==> config.mk <==
export PLATFORM = sky130hd
export DESIGN_NAME = group_mem_writer
export DESIGN_NICKNAME = d
export VERILOG_FILES = /design/src/rtl/gmw_pkg.sv /design/src/rtl/gmw_sat_cnt.sv /design/src/rtl/group_mem_writer.sv
export SDC_FILE = /design/constraint.sdc
export NUM_CORES = 1
export LEC_CHECK = 0
export BUFFER_PORTS_ARGS = -buffer_cell sky130_fd_sc_hd__buf_2
export CORE_UTILIZATION = 41
export DETAILED_ROUTE_END_ITERATION = 8
export GPL_TIMING_DRIVEN = 0
export REMOVE_ABC_BUFFERS = 1
export SYNTH_ARGS = -nofsm -noshare
export SYNTH_HDL_FRONTEND = slang
export SYNTH_HIERARCHICAL = 1
export SYNTH_SLANG_ARGS = --single-unit
==> constraint.sdc <==
create_clock -name clk -period 2.07 [get_ports clk]
set_input_delay 0.5175 -clock clk [delete_from_list [all_inputs] [get_ports clk]]
set_output_delay 0.5175 -clock clk [all_outputs]
set_load 0.02 [all_outputs]
==> src/rtl/gmw_pkg.sv <==
// Shared types and constants for the group memory writer and the frame generator.
// Consumers: group_mem_writer and gmw_sat_cnt (the latter only when GMW_STATS_EN is defined).
package gmw_pkg;

  localparam int BANK_DEPTH = 1024;
  localparam int WORD_W     = 12;

  typedef logic [WORD_W-1:0] gmw_word_t;

  localparam gmw_word_t FILL_WORD_DEF = 12'h000;

  typedef enum logic [1:0] {
    FILL = 2'd0,
    PAD  = 2'd1,
    FULL = 2'd2
  } gmw_state_e;

  function automatic logic [7:0] sat_inc8(input logic [7:0] v);
    return (v == 8'hFF) ? v : v + 8'd1;
  endfunction

endpackage

==> src/rtl/gmw_sat_cnt.sv <==
// 8-bit saturating event counter with synchronous clear.
// A clear and an event in the same cycle leave the count at 1.
module gmw_sat_cnt
  import gmw_pkg::*;
(
  input  logic       clk,
  input  logic       reset,
  input  logic       inc_i,
  input  logic       clr_i,
  output logic [7:0] cnt_o
);

  logic [7:0] cnt_q, cnt_d;

  always_comb begin
    cnt_d = cnt_q;
    if (clr_i) begin
      cnt_d = inc_i ? 8'd1 : 8'd0;
    end else if (inc_i) begin
      cnt_d = sat_inc8(cnt_q);
    end
  end

  always_ff @(posedge clk or negedge reset) begin
    if (!reset) cnt_q <= '0;
    else        cnt_q <= cnt_d;
  end

  assign cnt_o = cnt_q;

endmodule

==> src/rtl/group_mem_writer.sv <==
// Fills the ping-pong group memory half that the frame generator is not reading.
// Optional macro GMW_STATS_EN adds saturating overflow/underrun counters and iStatClr.
module group_mem_writer
  import gmw_pkg::*;
#(
  parameter int                 ADDR_W    = $clog2(BANK_DEPTH),
  parameter int                 DATA_W    = WORD_W,
  parameter logic [DATA_W-1:0]  FILL_WORD = FILL_WORD_DEF
) (
  input  logic              clk,
  input  logic              reset,
  input  logic              iSwitch,
  input  logic [DATA_W-1:0] iData,
  input  logic              iValid,
  output logic              oReady,
  input  logic              iFlush,
  output logic              oWrEn,
  output logic [ADDR_W:0]   oWrAddr,
  output logic [DATA_W-1:0] oWrData,
  output logic              oBankFull,
  output logic              oOverflow,
  output logic              oUnderrun,
`ifdef GMW_STATS_EN
  input  logic              iStatClr,
  output logic [7:0]        oOvfCnt,
  output logic [7:0]        oUndCnt,
`endif
  output gmw_state_e        oDbgState
);

  // Handshake: a word transfers on every rising clk edge where iValid && oReady;
  // oReady depends only on state, and iValid while !oReady drops the word.

  localparam logic [ADDR_W-1:0] LAST_ADDR = {ADDR_W{1'b1}};

  gmw_state_e        state_q, state_d;
  logic [ADDR_W-1:0] cnt_q, cnt_d;
  logic              bank_q, bank_d;
  logic              sw_prev_q;
  logic              wr_en_q, wr_en_d;
  logic [ADDR_W:0]   wr_addr_q, wr_addr_d;
  logic [DATA_W-1:0] wr_data_q, wr_data_d;
  logic              ovf_q, ovf_d;
  logic              und_q, und_d;
  logic              sw_edge;
  logic              accept;

  assign sw_edge = (iSwitch != sw_prev_q);
  assign oReady  = (state_q == FILL);
  assign accept  = iValid && oReady;

  always_comb begin
    state_d   = state_q;
    cnt_d     = cnt_q;
    bank_d    = bank_q;
    wr_en_d   = 1'b0;
    wr_addr_d = wr_addr_q;
    wr_data_d = wr_data_q;
    ovf_d     = iValid && !oReady && !sw_edge;
    und_d     = 1'b0;

    if (sw_edge) begin
      // The generator just moved to bank iSwitch; restart filling the other one.
      state_d = FILL;
      bank_d  = ~iSwitch;
      cnt_d   = '0;
      und_d   = (state_q != FULL);
      if (accept) begin
        wr_en_d   = 1'b1;
        wr_addr_d = {~iSwitch, {ADDR_W{1'b0}}};
        wr_data_d = iData;
        cnt_d     = ADDR_W'(1);
      end
    end else begin
      unique case (state_q)
        FILL: begin
          if (accept) begin
            wr_en_d   = 1'b1;
            wr_addr_d = {bank_q, cnt_q};
            wr_data_d = iData;
            if (cnt_q == LAST_ADDR) begin
              state_d = FULL;
            end else begin
              cnt_d = cnt_q + ADDR_W'(1);
              if (iFlush && (cnt_q != '0)) state_d = PAD;
            end
          end else if (iFlush && (cnt_q != '0)) begin
            state_d = PAD;
          end
        end
        PAD: begin
          wr_en_d   = 1'b1;
          wr_addr_d = {bank_q, cnt_q};
          wr_data_d = FILL_WORD;
          if (cnt_q == LAST_ADDR) state_d = FULL;
          else                    cnt_d   = cnt_q + ADDR_W'(1);
        end
        FULL: begin
        end
        default: state_d = FILL;
      endcase
    end
  end

  always_ff @(posedge clk or negedge reset) begin
    if (!reset) begin
      state_q   <= FILL;
      cnt_q     <= '0;
      bank_q    <= 1'b1;
      sw_prev_q <= 1'b0;
      wr_en_q   <= 1'b0;
      wr_addr_q <= '0;
      wr_data_q <= '0;
      ovf_q     <= 1'b0;
      und_q     <= 1'b0;
    end else begin
      state_q   <= state_d;
      cnt_q     <= cnt_d;
      bank_q    <= bank_d;
      sw_prev_q <= iSwitch;
      wr_en_q   <= wr_en_d;
      wr_addr_q <= wr_addr_d;
      wr_data_q <= wr_data_d;
      ovf_q     <= ovf_d;
      und_q     <= und_d;
    end
  end

  assign oWrEn     = wr_en_q;
  assign oWrAddr   = wr_addr_q;
  assign oWrData   = wr_data_q;
  assign oBankFull = (state_q == FULL);
  assign oOverflow = ovf_q;
  assign oUnderrun = und_q;
  assign oDbgState = state_q;

`ifdef GMW_STATS_EN
  // Counters take the same-cycle event so they step together with the output pulses.
  gmw_sat_cnt u_ovf_cnt (
    .clk   (clk),
    .reset (reset),
    .inc_i (ovf_d),
    .clr_i (iStatClr),
    .cnt_o (oOvfCnt)
  );

  gmw_sat_cnt u_und_cnt (
    .clk   (clk),
    .reset (reset),
    .inc_i (und_d),
    .clr_i (iStatClr),
    .cnt_o (oUndCnt)
  );
`endif

endmodule

======== Word level (Yosys, flattened, before mapping) ========
Index checks and enable logic that the tools add are counted.
operators by class
  add/subtract/negate cells ............... 1
  $mul .................................... 0
  div/mod/pow operators ................... 0
  magnitude comparators ................... 0
  equality and inequality tests ........... 10
  shifts and indexed selects .............. 0
  multiplexer cells ....................... 22
  bitwise gates (word level) .............. 1
  reduce and logical (&&, ||, !) cells .... 12
operators by type and width
  operator                                                count
  two-way mux 11 bit                                      3
  two-way mux 10 bit                                      3
  two-way mux 12 bit                                      2
  one-hot mux 12 bit (2 select lines)                     1
  one-hot mux 11 bit (2 select lines)                     1
  one-hot mux 10 bit (2 select lines)                     1
  adder 10 x 1 -> 10 bit (second input constant)          1
  equality test 10 bit (second input constant)            1
  two-way mux 2 bit                                       5
  nonzero test 10 bit                                     1
  inequality test 2 x 1 -> 1 bit (second input constant)  3
  one-hot mux 2 bit (3 select lines)                      1
  logical AND 1 bit                                       4
  two-way mux 1 bit                                       4
  AND reduction 2 bit                                     2
  inequality test 3 x 1 -> 1 bit (second input constant)  1
  inequality test 3 bit (second input constant)           1
  AND reduction 3 bit                                     1
  nonzero test 3 bit                                      1
  equality test 2 x 1 -> 1 bit (second input constant)    1
  equality test 2 bit (second input constant)             1
  zero test 1 bit                                         2
  zero test 2 bit                                         1
  inequality test 2 bit (second input constant)           1
  3 further kinds                                         3
storage, ports and cells
  bits in registers ....................... 40
  latch bits .............................. 0
  RAM bits ................................ 0
  memory bits (read-only) ................. 0
  bits of input ports ..................... 17
  logic and storage cells ................. 55
  memories ................................ 0

======== Longest topological paths before layout ========
  word-level depth ........................ 7
  depth in mapped cells ................... 5
  gate-level depth less buffers ........... 5

======== Least setup slack after synthesis ========
Ideal clock, no wire load.
  path kind ............................... register to register
  start point ............................. register cnt_q[0]
  end point ............................... register cnt_q[5]
  library setup time ...................... 120 ps
  arrival time ............................ 1,469 ps
  path slack .............................. 480 ps
  stages on the path, launching flop included .. 6
  period minus slack after synthesis ...... 1,590 ps
  cell sequence ........................... dfrtp_1 > ha_1 > and4_1 > a211oi_4 > a31oi_1 > a41o_1
on the way
  longest elaborated chain between the ends .. 5
  elaborated cells between the ends (all ways) .. 6
RTL lines
  what                                                            line                                            source
  start: declaration                                              group_mem_writer.sv:37                          logic [ADDR_W-1:0] cnt_q, cnt_d;
  start signal: assignment                                        group_mem_writer.sv:118                         cnt_q <= cnt_d;
  adder 10 x 1 -> 10 bit or equality test 10 bit (tied branches)  -
  two-way mux 10 bit (*)                                          group_mem_writer.sv:81, group_mem_writer.sv:95
  two-way mux 10 bit                                              group_mem_writer.sv:77                          if (accept) begin
  one-hot mux 10 bit (2 select lines) (*)                         group_mem_writer.sv:75                          unique case (state_q)
  two-way mux 10 bit (*)                                          group_mem_writer.sv:62                          if (sw_edge) begin
Every way passes the cells marked *; elsewhere a longest branch is shown, timed or not. The select of a mux whose other input is x is not followed.
A chain may end at the register's enable or synchronous reset.

======== Final worst setup path ========
  start point ............................. register sw_prev_q
  end point ............................... register wr_addr_q[10], in the netlist oWrAddr[10]
on the way
  longest elaborated chain between the ends .. 3
  elaborated cells between the ends (all ways) .. 5
RTL lines
  what                                                                                   line                     source
  start: declaration                                                                     group_mem_writer.sv:39   logic sw_prev_q;
  start signal: assignment                                                               group_mem_writer.sv:120  sw_prev_q <= iSwitch;
  inequality test 1 bit (*)                                                              group_mem_writer.sv:48   assign sw_edge = (iSwitch != sw_prev_q);
  inequality test 2 x 1 -> 1 bit (no source line) or nonzero test 3 bit (tied branches)  -
  AND reduction 3 bit (no source line)                                                   -
  end signal: assignment                                                                 group_mem_writer.sv:122  wr_addr_q <= wr_addr_d;
  end: declaration                                                                       group_mem_writer.sv:41   logic [ADDR_W:0] wr_addr_q, wr_addr_d;
Every way passes the cells marked *; elsewhere a longest branch is shown, timed or not.

==> run metrics <==
Overflow after GRT=0; first-pass GRT wire length=6130 µm; Psw=0.844 mW; Final Setup Violations=0; clock root buffer master=clkbuf_8; Mapped Avg Cell Area=9.83 µm²; WS Path Type=reg2reg; Sink Count=40; area of the multi-input gates=752 µm²; Die Width=68.6 µm; Crit path required time=2.26 ns; reg2reg end=oWrAddr[10]; Seq/Total Area, Yosys=0.551; crit-path cells=xnor2_2 > a31oi_4 > mux2_2; initial antenna violation count=0; die area=4700 µm²; Mapped Area=1820 µm²; Seq cells post-synth=40; worst-skew pair later-pin latency=0.30 ns; R2R depth=3; Pleak=1.07 nW; worst path arrival time=2.11 ns; clock network power share=0.267; Final Slew Violations=0; fill cell count=381; RSZ-0062 raised after global routing=no; WL final=4040 µm; PortBufs=46; Logic pwr share=0.298; Pwr Total=2.36 mW; Synth cell types=39; synthesized instance count=185; CTS tree=done; status=finished clean; Int Pwr=1.52 mW; Fmax=520 MHz; number of CTS-inserted buffers=5; DRC viols=0; Worst Path Max Fanout=22; Slew @ Worst Pin=0.886 ns; DR pass1 iterations=4; final net count=247; worst vdd ir=414 µV; Final ANT Viol Nets=0; Final WS setup=0.147 ns; fin crit period=1.92 ns; final hold slack=0.337 ns; sequential power share=0.435; initial core utilization=0.442; dpl hpwl=2810 µm; diode count=0; setup TNS=0 ns; Crit. End Element=flop; reg-to-reg startpoint=sw_prev_q; largest net degree at the start of global routing=41; R2R setup slack=0.15 ns; Startpoint Class=flop; Critical Path Slowest Stage Cell=xnor2_2; drt via density=5.20; CTS max path bufs=2; via count=1451; MaxCap Viol Count=0; PD cells=1090 nW/µm²; Fin. Hold Viols=0; Clock Skew=0.00880 ns; area grow syn2layout=19.5%; DIE HEIGHT=68.6 µm; GRT Util Overall=0.184; Worst slew margin=0.407; Sw Ratio=0.357; max incr delay on CP=0.66 ns; Yosys warnings=6; # IOs=47; drt initial violations=62; CTS clk-pin slew, worst paths=0.07 ns; pre-CTS setup slack=-0.0718 ns; vias in the first global route=1278; H-Tree Depth=2; final period utilization=0.929; FF/Latch Area=1000 µm²; FP Rows=23; HP Class=in2async; Core Box Area=4120 µm²; layout cells sized above 1=0.284; RD Place Congestion=0.815; WL/cell=14.5 µm; Setup Buffers After CTS=0
cells in the mapped netlist (all sizes together):
cell type	instances	area, µm²
nand2	47	176
dfrtp	39	976
o21ai	16	80.1
nor2	13	48.8
a21oi	12	60.1
buf	8	42.5
a31oi	5	52.6
inv	5	18.8
nand3	4	20.0
nand4	4	25.0
a41o	3	30.0
xnor2	3	33.8
a211oi	2	27.5
and4	2	17.5
clkbuf	2	8.75
ha	2	25.0
nor3	2	15.0
nor3b	2	20.0
nor4	2	12.5
a31o	1	8.76
and3	1	7.51
dfstp	1	26.3
mux2	1	11.3
mux2i	1	10.0
nand2b	1	6.26
o2111a	1	12.5
o21a	1	7.51
o21ba	1	10.0
o21bai	1	11.3
o31ai	1	7.51
xor2	1	8.76
placed cells by master (no fill, tap or decap), drive strengths merged, types with 3 or more instances in the layout:
cell type and instances:
a31oi 5, clkbuf 6, buf 46, nand3 4
a41o 3, a21oi 12, inv 5, xnor2 3
nand4 4, o21ai 16, dfrtp 39, nand2 47
nor2 13
repair_timing:
| action | in CTS | in global routing |
|---|---|---|
| hold buffers | 0 | 0 |
| resized for setup | 0 | 1 |
| setup endpoints to repair | 0 | 4 |
logic make-up after synthesis:
family | count (synthesis) | synth area share
xor gates and xnor gates | 4 | 0.0234
DFF | 40 | 0.551
buffers and inverters | 15 | 0.0385
muxes | 2 | 0.0117
AOI/OAI and AO/OA | 44 | 0.169
adders and majority gates | 2 | 0.0138
and+or+nand+nor | 78 | 0.192
registers in the layout, indices dropped and copies added, names as in the netlist:
signal,flops
oWrData,12
oWrAddr,11
cnt_q,10
oDbgState,2
bank_q,1
oOverflow,1
oUnderrun,1
oWrEn,1
sw_prev_q,1
worst max-delay path, delay by kind of cell, from the launching register on:
family / cells / cell delay [ns]
compound gates: 1 / 0.34
xor+xnor: 1 / 0.66
flops: 1 / 0.45
mux: 1 / 0.36
through the flow:
stage | utilization | instances | area, µm²
after global placement | 0.500 | 271 | 2060
after detailed placement | 0.500 | 271 | 2060
after global routing | 0.528 | 279 | 2170
after floorplan | - | 175 | 1770
after CTS | 0.527 | 279 | 2170
final | 0.528 | 279 | 2170
power groups by stage:
| stage | logic (mW) | registers, mW | clock network, mW |
|---|---|---|---|
| 2_1_floorplan | 0.290 | 1.20 | 0 |
| 3_3_place_gp | 0.687 | 1.03 | 0 |
| 3_5_place_dp | 0.708 | 1.04 | 0 |
| 4_1_cts | 0.709 | 1.03 | 0.644 |
| 5_1_grt | 0.779 | 1.05 | 0.677 |
| 6_report | 0.704 | 1.03 | 0.631 |
how the worst max path moves through the flow:
stage                             from           to  slack, ns  cells past startpoint
after floorplan           oDbgState[0]  oWrAddr[10]       0.32                      3
after global placement         iSwitch  oWrAddr[10]      -0.06                      4
after detailed placement       iSwitch  oWrAddr[10]      -0.07                      4
after CTS                 oDbgState[0]  oWrAddr[10]       0.09                      3
after global routing         sw_prev_q  oWrAddr[10]      0.007                      3
final                        sw_prev_q  oWrAddr[10]       0.15                      3
area by class of cell:
type | instances | area share
Clock inverter | 2 | 0.0161
Tap cell | 50 | 0.0288
Sequential cell | 40 | 0.461
Inverter | 5 | 0.00864
Clock buffer | 6 | 0.0334
Timing Repair Buffer | 46 | 0.106
Multi-Input combinational cell | 130 | 0.346
metal layers:
metal  GRT usage  up-vias  routed length (µm)
met2       0.282       27                1930
met4       0.112        0                  82
met5           0        -                   0
li1            -      720                   -
met1       0.234      696                1880
met3      0.0428        8                 138
No activity file was read; power rests on OpenSTA's default activity.
